$ cat src/rtl/vfx_pkg.sv
`default_nettype none
// ============================================================================
//  Module   : vfx_pkg
//  Purpose  : Shared types, default constants and mode-cycling helpers for the
//             video effect pipeline control blocks.
//  Contents : ctrl_state_t      - mode-select FSM state encoding
//             VFX_NUM_MODES     - default number of filter modes
//             VFX_DEFAULT_MODE  - default filter mode after reset
//             wrap_inc/wrap_dec - modular step through 0..num-1
//  Revision : 1.0 - initial release
// ============================================================================
package vfx_pkg;

  typedef enum logic [0:0] {
    IDLE    = 1'b0,
    PENDING = 1'b1
  } ctrl_state_t;

  localparam int VFX_NUM_MODES    = 8;
  localparam int VFX_DEFAULT_MODE = 0;

  // Step forward, wrapping the last mode back to 0.
  function automatic int wrap_inc(input int val, input int num);
    return (val >= num - 1) ? 0 : val + 1;
  endfunction

  // Step backward, wrapping 0 to the last mode.
  function automatic int wrap_dec(input int val, input int num);
    return (val == 0) ? num - 1 : val - 1;
  endfunction

endpackage
`default_nettype wire

$ cat src/rtl/effect_mode_controller_if.sv
`default_nettype none
// ============================================================================
//  Module   : effect_mode_controller_if
//  Purpose  : Bundles the button/frame inputs and the mode outputs of the
//             effect mode controller.
//  Ports    : btn_next, btn_prev  raw push-buttons (master -> slave)
//             frame_start         frame boundary pulse (master -> slave)
//             mode, pending_mode  committed / awaiting mode (slave -> master)
//             pending, mode_update change-pending flag, commit pulse
//  Revision : 1.0 - initial release
// ============================================================================
interface effect_mode_controller_if #(
  parameter int MW = 3
);
  logic          btn_next;
  logic          btn_prev;
  logic          frame_start;
  logic [MW-1:0] mode;
  logic [MW-1:0] pending_mode;
  logic          pending;
  logic          mode_update;

  modport master (
    output btn_next, btn_prev, frame_start,
    input  mode, pending_mode, pending, mode_update
  );

  modport slave (
    input  btn_next, btn_prev, frame_start,
    output mode, pending_mode, pending, mode_update
  );
endinterface
`default_nettype wire

$ cat src/rtl/button_debounce.sv
`default_nettype none
// ============================================================================
//  Module   : button_debounce
//  Purpose  : Two-flop synchroniser, stability-counter debounce and registered
//             rising-edge detector for one raw push-button.
//  Ports    : clk, reset (async, active-high)
//             raw    - asynchronous button level
//             level  - debounced level
//             press  - one-cycle pulse on debounced rising edge
//  Revision : 1.0 - initial release
// ============================================================================
module button_debounce #(
  parameter int DEBOUNCE_CYCLES = 500_000
) (
  input  wire logic clk,
  input  wire logic reset,
  input  wire logic raw,
  output logic      level,
  output logic      press
);

  localparam int CW = $clog2(DEBOUNCE_CYCLES + 1);

  logic          sync_meta;
  logic          sync_out;
  logic [CW-1:0] stable_cnt;
  logic          level_q;
  logic          level_dly;
  logic          press_q;

  always_ff @(posedge clk or posedge reset) begin
    if (reset) begin
      sync_meta  <= 1'b0;
      sync_out   <= 1'b0;
      stable_cnt <= '0;
      level_q    <= 1'b0;
      level_dly  <= 1'b0;
      press_q    <= 1'b0;
    end else begin
      sync_meta <= raw;
      sync_out  <= sync_meta;
      // Any cycle that agrees with the accepted level restarts the count, so
      // only an uninterrupted run of disagreeing samples flips the level.
      if (sync_out == level_q) begin
        stable_cnt <= '0;
      end else if (stable_cnt == CW'(DEBOUNCE_CYCLES - 1)) begin
        level_q    <= ~level_q;
        stable_cnt <= '0;
      end else begin
        stable_cnt <= stable_cnt + CW'(1);
      end
      level_dly <= level_q;
      press_q   <= level_q & ~level_dly;
    end
  end

  assign level = level_q;
  assign press = press_q;

endmodule
`default_nettype wire

$ cat src/rtl/effect_mode_controller.sv
`default_nettype none
// ============================================================================
//  Module   : effect_mode_controller
//  Purpose  : Turns next/prev button presses into filter-mode changes that are
//             held pending and committed only on a frame boundary. A long hold
//             of btn_next forces the default mode.
//  Ports    : clk, reset (async, active-high)
//             bus (slave) - btn_next, btn_prev, frame_start in;
//                           mode, pending_mode, pending, mode_update out
//  Revision : 1.0 - initial release
// ============================================================================
module effect_mode_controller
  import vfx_pkg::*;
#(
  parameter int NUM_MODES         = VFX_NUM_MODES,
  parameter int DEBOUNCE_CYCLES   = 500_000,
  parameter int LONG_PRESS_CYCLES = 100_000_000,
  parameter int DEFAULT_MODE      = VFX_DEFAULT_MODE
) (
  input wire logic                clk,
  input wire logic                reset,
  effect_mode_controller_if.slave bus
);

  localparam int MW = $clog2(NUM_MODES);
  localparam int HW = $clog2(LONG_PRESS_CYCLES + 1);

  logic          next_level;
  logic          next_press;
  logic          prev_press;
  logic          unused_prev_level;

  ctrl_state_t   state;
  logic [MW-1:0] committed_mode;
  logic [MW-1:0] pend_mode;
  logic          pend_flag;
  logic          update_pulse;
  logic [HW-1:0] hold_cnt;
  logic          long_pulse;

  logic          event_valid;
  logic [MW-1:0] base_mode;
  logic [MW-1:0] target_mode;

  button_debounce #(.DEBOUNCE_CYCLES(DEBOUNCE_CYCLES)) u_next_btn (
    .clk   (clk),
    .reset (reset),
    .raw   (bus.btn_next),
    .level (next_level),
    .press (next_press)
  );

  button_debounce #(.DEBOUNCE_CYCLES(DEBOUNCE_CYCLES)) u_prev_btn (
    .clk   (clk),
    .reset (reset),
    .raw   (bus.btn_prev),
    .level (unused_prev_level),
    .press (prev_press)
  );

  // Simultaneous next+prev cancel each other; a long press wins over both.
  // In PENDING the base is pending_mode, which is also the value committed
  // when frame_start coincides with a press.
  always_comb begin
    event_valid = (next_press ^ prev_press) | long_pulse;
    base_mode   = (state == PENDING) ? pend_mode : committed_mode;
    if (long_pulse) begin
      target_mode = MW'(DEFAULT_MODE);
    end else if (next_press) begin
      target_mode = MW'(wrap_inc(32'(base_mode), NUM_MODES));
    end else begin
      target_mode = MW'(wrap_dec(32'(base_mode), NUM_MODES));
    end
  end

  always_ff @(posedge clk or posedge reset) begin
    if (reset) begin
      state          <= IDLE;
      committed_mode <= MW'(DEFAULT_MODE);
      pend_mode      <= MW'(DEFAULT_MODE);
      pend_flag      <= 1'b0;
      update_pulse   <= 1'b0;
      hold_cnt       <= '0;
      long_pulse     <= 1'b0;
    end else begin
      update_pulse <= 1'b0;

      // Saturating hold counter: fires exactly once per continuous hold.
      if (!next_level) begin
        hold_cnt <= '0;
      end else if (hold_cnt != HW'(LONG_PRESS_CYCLES)) begin
        hold_cnt <= hold_cnt + HW'(1);
      end
      long_pulse <= next_level && (hold_cnt == HW'(LONG_PRESS_CYCLES - 1));

      case (state)
        IDLE: begin
          // frame_start has nothing to commit here; a press only goes pending.
          if (event_valid) begin
            pend_mode <= target_mode;
            pend_flag <= 1'b1;
            state     <= PENDING;
          end
        end
        PENDING: begin
          if (bus.frame_start) begin
            committed_mode <= pend_mode;
            update_pulse   <= 1'b1;
            if (!event_valid) begin
              pend_flag <= 1'b0;
              state     <= IDLE;
            end
          end
          if (event_valid) begin
            pend_mode <= target_mode;
          end
        end
        default: state <= IDLE;
      endcase
    end
  end

  assign bus.mode         = committed_mode;
  assign bus.pending_mode = pend_mode;
  assign bus.pending      = pend_flag;
  assign bus.mode_update  = update_pulse;

endmodule
`default_nettype wire
$ cat src/flat_wrapper.sv
// flat-port wrapper written by rule: the top's interface ports become plain ports
module effect_mode_controller_flat import vfx_pkg::*;
#(
  parameter int NUM_MODES         = VFX_NUM_MODES,
  parameter int DEBOUNCE_CYCLES   = 500_000,
  parameter int LONG_PRESS_CYCLES = 100_000_000,
  parameter int DEFAULT_MODE      = VFX_DEFAULT_MODE
)
  (clk, reset, bus_btn_next, bus_btn_prev, bus_frame_start, bus_mode, bus_pending_mode, bus_pending, bus_mode_update);
  effect_mode_controller_if bus_i ();
  input wire logic clk;
  input wire logic reset;
  input wire logic [$bits(bus_i.btn_next)-1:0] bus_btn_next;
  input wire logic [$bits(bus_i.btn_prev)-1:0] bus_btn_prev;
  input wire logic [$bits(bus_i.frame_start)-1:0] bus_frame_start;
  output wire logic [$bits(bus_i.mode)-1:0] bus_mode;
  output wire logic [$bits(bus_i.pending_mode)-1:0] bus_pending_mode;
  output wire logic [$bits(bus_i.pending)-1:0] bus_pending;
  output wire logic [$bits(bus_i.mode_update)-1:0] bus_mode_update;
  assign bus_i.btn_next = bus_btn_next;
  assign bus_i.btn_prev = bus_btn_prev;
  assign bus_i.frame_start = bus_frame_start;
  assign bus_mode = bus_i.mode;
  assign bus_pending_mode = bus_i.pending_mode;
  assign bus_pending = bus_i.pending;
  assign bus_mode_update = bus_i.mode_update;
  effect_mode_controller #(.NUM_MODES(NUM_MODES), .DEBOUNCE_CYCLES(DEBOUNCE_CYCLES), .LONG_PRESS_CYCLES(LONG_PRESS_CYCLES), .DEFAULT_MODE(DEFAULT_MODE)) u_core (.clk(clk), .reset(reset), .bus(bus_i));
endmodule
$ cat config.mk
export PLATFORM = sky130hd
export DESIGN_NAME = effect_mode_controller_flat
export DESIGN_NICKNAME = d
export VERILOG_FILES = /design/src/rtl/vfx_pkg.sv /design/src/rtl/effect_mode_controller_if.sv /design/src/rtl/button_debounce.sv /design/src/rtl/effect_mode_controller.sv /design/src/flat_wrapper.sv
export SDC_FILE = /design/constraint.sdc
export NUM_CORES = 1
export LEC_CHECK = 0
export BUFFER_PORTS_ARGS = -buffer_cell sky130_fd_sc_hd__buf_2
export CAP_MARGIN = 10
export CORE_MARGIN = 1.5
export CORE_UTILIZATION = 45
export DETAILED_ROUTE_END_ITERATION = 7
export GPL_TIMING_DRIVEN = 0
export PLACE_DENSITY = 0.73
export SLEW_MARGIN = 20
export SYNTH_ARGS = -nofsm -noshare
export SYNTH_HDL_FRONTEND = slang
export SYNTH_SLANG_ARGS = --single-unit
$ cat constraint.sdc
create_clock -name clk -period 7.9 [get_ports clk]
set_clock_uncertainty 0.1 [all_clocks]
set_input_delay 1.975 -clock clk [delete_from_list [all_inputs] [get_ports clk]]
set_output_delay 1.975 -clock clk [all_outputs]
set_load 0.02 [all_outputs]
==> metrics.md <==
| Metric | Value |
|---|---|
| Status | `finished clean` |
| Die height | `between 90 and 100 um` |
| Part of the cycle the worst path needs | `0.382` |
| First-pass GRT wire length | `roughly 14 mm` |
| Post-Syn Area per Cell | `approximately 9.8 sq um` |
| Clock Tree Root | `clkbuf_8` |
| Synth area leaders | `dfrtp_1 50%, xnor2_1 5.0%, nor2_1 4.3%` |
| WL per Instance | `about 14 um` |
| Final Net Count | `~470` |
| P_leak | `1.84 nW` |
| Largest stage delay, worst path | `about 0.42 ns` |
| YS warnings | `0` |
| Setup Crit Path Kind | `reg -> out` |
| Post-CTS setup buffers | `0` |
| Worst Tran Pin Value | `between 0.6 and 0.7 ns` |
| Share of the synthesized area in the top cell type | `0.504` |
| Cell count after synthesis | `430` |
| Delay-heaviest family, CP | `flip-flops` |
| Synth Cell Area | `approximately 4200 sq um` |
| CP startpoint kind | `register` |
| Worst-Skew Late Latency | `0.35 ns` |
| Port Buffers | `12` |
| Final Hold Vio Count | `0` |
| Yosys top cell by area | `dfrtp_1` |
| Data arrival, critical path | `between 0.9 and 1 ns` |
| Cell Pwr Density | `~170 nW/um^2` |
| WHS | `between 0.2 and 0.3 ns` |
| Largest net degree at the start of global routing | `60` |
| Sequential fraction of design power | `0.574` |
| CTS clk-pin slew, worst paths | `around 0.08 ns` |
| FF+latch count, synth | `between 80 and 90` |
| Detailed Place HPWL | `between 5 and 6 mm` |
| Final setup violation count | `0` |
| Ant. Diodes | `0` |
| Slowest-stage cell, CP | `dfrtp_1` |
| Worst path cell trace | `buf_2` |
| FMAX | `331 MHz` |
| CP bufs+invs | `1` |
| Clk pwr share | `0.399` |
| # IOs | `13` |
| Hold buffer count at cts | `0` |
| Worst min path class | `reg -> reg` |
| Rows | `35` |
| TritonRoute pass-1 iters | `4` |
| Die area | `between 9000 and 10000 sq um` |
| Type of element capturing the critical path | `primary output` |
| Share of layout cells above drive strength 1 | `0.107` |
| Mapped Nets | `~440` |
| RD Place Congestion | `approximately 0.88` |
| Clk buf depth | `2` |
| Initial antenna violation count | `0` |
| Number of synthesized flops with an enable pin | `0` |
| Average via count per standard cell | `5.78` |
| Post-route antenna net violation count | `0` |
| Initial core utilization | `0.462` |
| Total grt overflow | `0` |
| Die Width | `~100 um` |
| Worst-path maximum fanout | `5` |
| Max cap viols | `0` |
| Relative slew slack | `0.586` |
| Vias post-DR | `3286` |
| RSZ-0062 raised after global routing | `no` |
| Vias in the first global route | `about 3200` |
| GRT Total Usage | `0.178` |
| Final min period | `roughly 3.0 ns` |
| First DRT Iteration DRCs | `146` |
| # DRC | `0` |
| Max-slew violations | `0` |
| CTS tree | `done` |
| Synth Flop Type | `dfrtp_1` |
| Final TNS setup | `0 ns` |
| Worst VDD drop | `between 0.00008 and 0.00009 V` |
| Clock sink total | `85` |
| Switching part of the total | `0.216` |
| Post-CTS sizing | `0` |
| Core Region | `about 9000 sq um` |
| Pint | `0.605 mW` |
| Psw | `between 0.15 and 0.2 mW` |
| Fraction of registers with async set/reset | `1.00` |
| Distinct cells, synth | `44` |
| Area grow syn2layout | `10.1%` |
| Sequential fraction of the synthesis area | `0.504` |
| TritonCTS Buffers | `9` |
| Post-Route WL | `~8.2 mm` |
| H-tree Lvls | `3` |
| Layout Utilization | `0.508` |
| Comb pwr share | `0.027` |
| Worst EP required | `around 5.8 ns` |
metrics by stage:
| stage | instance area [sq um] | setup WS, ns | instances | power (mW) |
|---|---|---|---|---|
| 2_1_floorplan | 4220 | 3.63 | 430 | 0.464 |
| 5_1_grt | 4650 | 4.83 | 569 | 0.802 |
| 3_3_place_gp | 4420 | 2.69 | 553 | 0.470 |
| 6_report | 4650 | 4.88 | 569 | 0.771 |
| 3_5_place_dp | 4450 | 5.08 | 554 | 0.473 |
| 4_1_cts | 4650 | 4.86 | 569 | 0.783 |
cells by family (layout without fill, tap and decap cells):
kind of cell / after synthesis / in the layout / synth area share
buffers and inverters: 28 / 56 / 0.0270
AND/OR/NAND/NOR: 207 / 207 / 0.263
adder cells (fa/ha/maj): 8 / 8 / 0.0237
flip-flops: 85 / 85 / 0.504
XOR/XNOR: 41 / 41 / 0.0850
multiplexers: 11 / 11 / 0.0281
AO/OA/AOI/OAI: 50 / 50 / 0.0699
cell usage in the layout (no fill, tap or decap), drive strengths merged, types with 13 or more instances in the layout:
cell type  Yosys  layout
a21oi         21      21
buf            3      16
clkbuf         8      19
dfrtp         85      85
inv           17      17
nand2         32      32
nand3         23      23
nand4         22      22
nor2          48      48
nor4          17      17
o31ai         13      13
xnor2         24      24
xor2          17      17
synth_stat cells (5+ instances only):
cell type / count
a21oi_1: 21
and4_1: 5
clkbuf_1: 6
dfrtp_1: 85
ha_1: 8
inv_1: 16
mux2_2: 7
nand2_1: 32
nand3_1: 23
nand4_1: 22
nor2_1: 48
nor2b_1: 5
nor3_1: 12
nor4_1: 17
o21ai_0: 10
o31ai_1: 13
or2_2: 5
or3_1: 6
or4_1: 10
xnor2_1: 24
xor2_1: 17
cell type report:
type	count	area, sq um
buffer	11	50.0
clock buffer	11	151
clock inverter	4	47.5
fill	841	4500
inverter	17	66.3
multi-input combinational	317	1980
sequential	85	2130
tap	111	139
timing repair buffer	13	87.6
sequential cells by signal (all words and copies together), names as in the netlist:
name / flops
u_core.bus.mode: 3
u_core.bus.mode_update: 1
u_core.bus.pending: 1
u_core.bus.pending_mode: 3
u_core.hold_cnt: 27
u_core.long_pulse: 1
u_core.state: 1
u_core.u_next_btn.level: 1
u_core.u_next_btn.level_dly: 1
u_core.u_next_btn.press: 1
u_core.u_next_btn.stable_cnt: 19
u_core.u_next_btn.sync_meta: 1
u_core.u_next_btn.sync_out: 1
u_core.u_prev_btn.level: 1
u_core.u_prev_btn.level_dly: 1
u_core.u_prev_btn.press: 1
u_core.u_prev_btn.stable_cnt: 19
u_core.u_prev_btn.sync_meta: 1
u_core.u_prev_btn.sync_out: 1
routing by layer:
metal	wire (um)	vias to the layer above	GRT usage
met3	292	13	0.0467
met5	0	-	0
met1	3880	1610	0.227
met2	3930	62	0.299
li1	-	1601	-
met4	89	0	0.0553
power by group through the flow:
stage	sequential (mW)	clock, mW	combinational [mW]
2_1_floorplan	0.451	0	0.0135
3_3_place_gp	0.451	0	0.0191
3_5_place_dp	0.451	0	0.0219
4_1_cts	0.443	0.318	0.0219
5_1_grt	0.443	0.334	0.0246
6_report	0.443	0.308	0.0210
path summary, 6_finish.rpt:
check	slack, ns	endpoint	from	cells past startpoint
min reg2reg	0.26	u_core.u_prev_btn.sync_out	u_core.u_prev_btn.sync_meta	0
min	0.26	u_core.u_prev_btn.sync_out	u_core.u_prev_btn.sync_meta	0
min in group asynchronous	1.50	u_core.u_prev_btn.stable_cnt[7]	reset	2
max	4.88	bus_pending_mode[1]	u_core.bus.pending_mode[1]	1
max in group asynchronous	5.62	u_core.bus.pending_mode[1]	reset	3
max reg2reg	5.56	u_core.u_prev_btn.stable_cnt[8]	u_core.u_prev_btn.stable_cnt[0]	6
(Power assumes the default switching activity.)
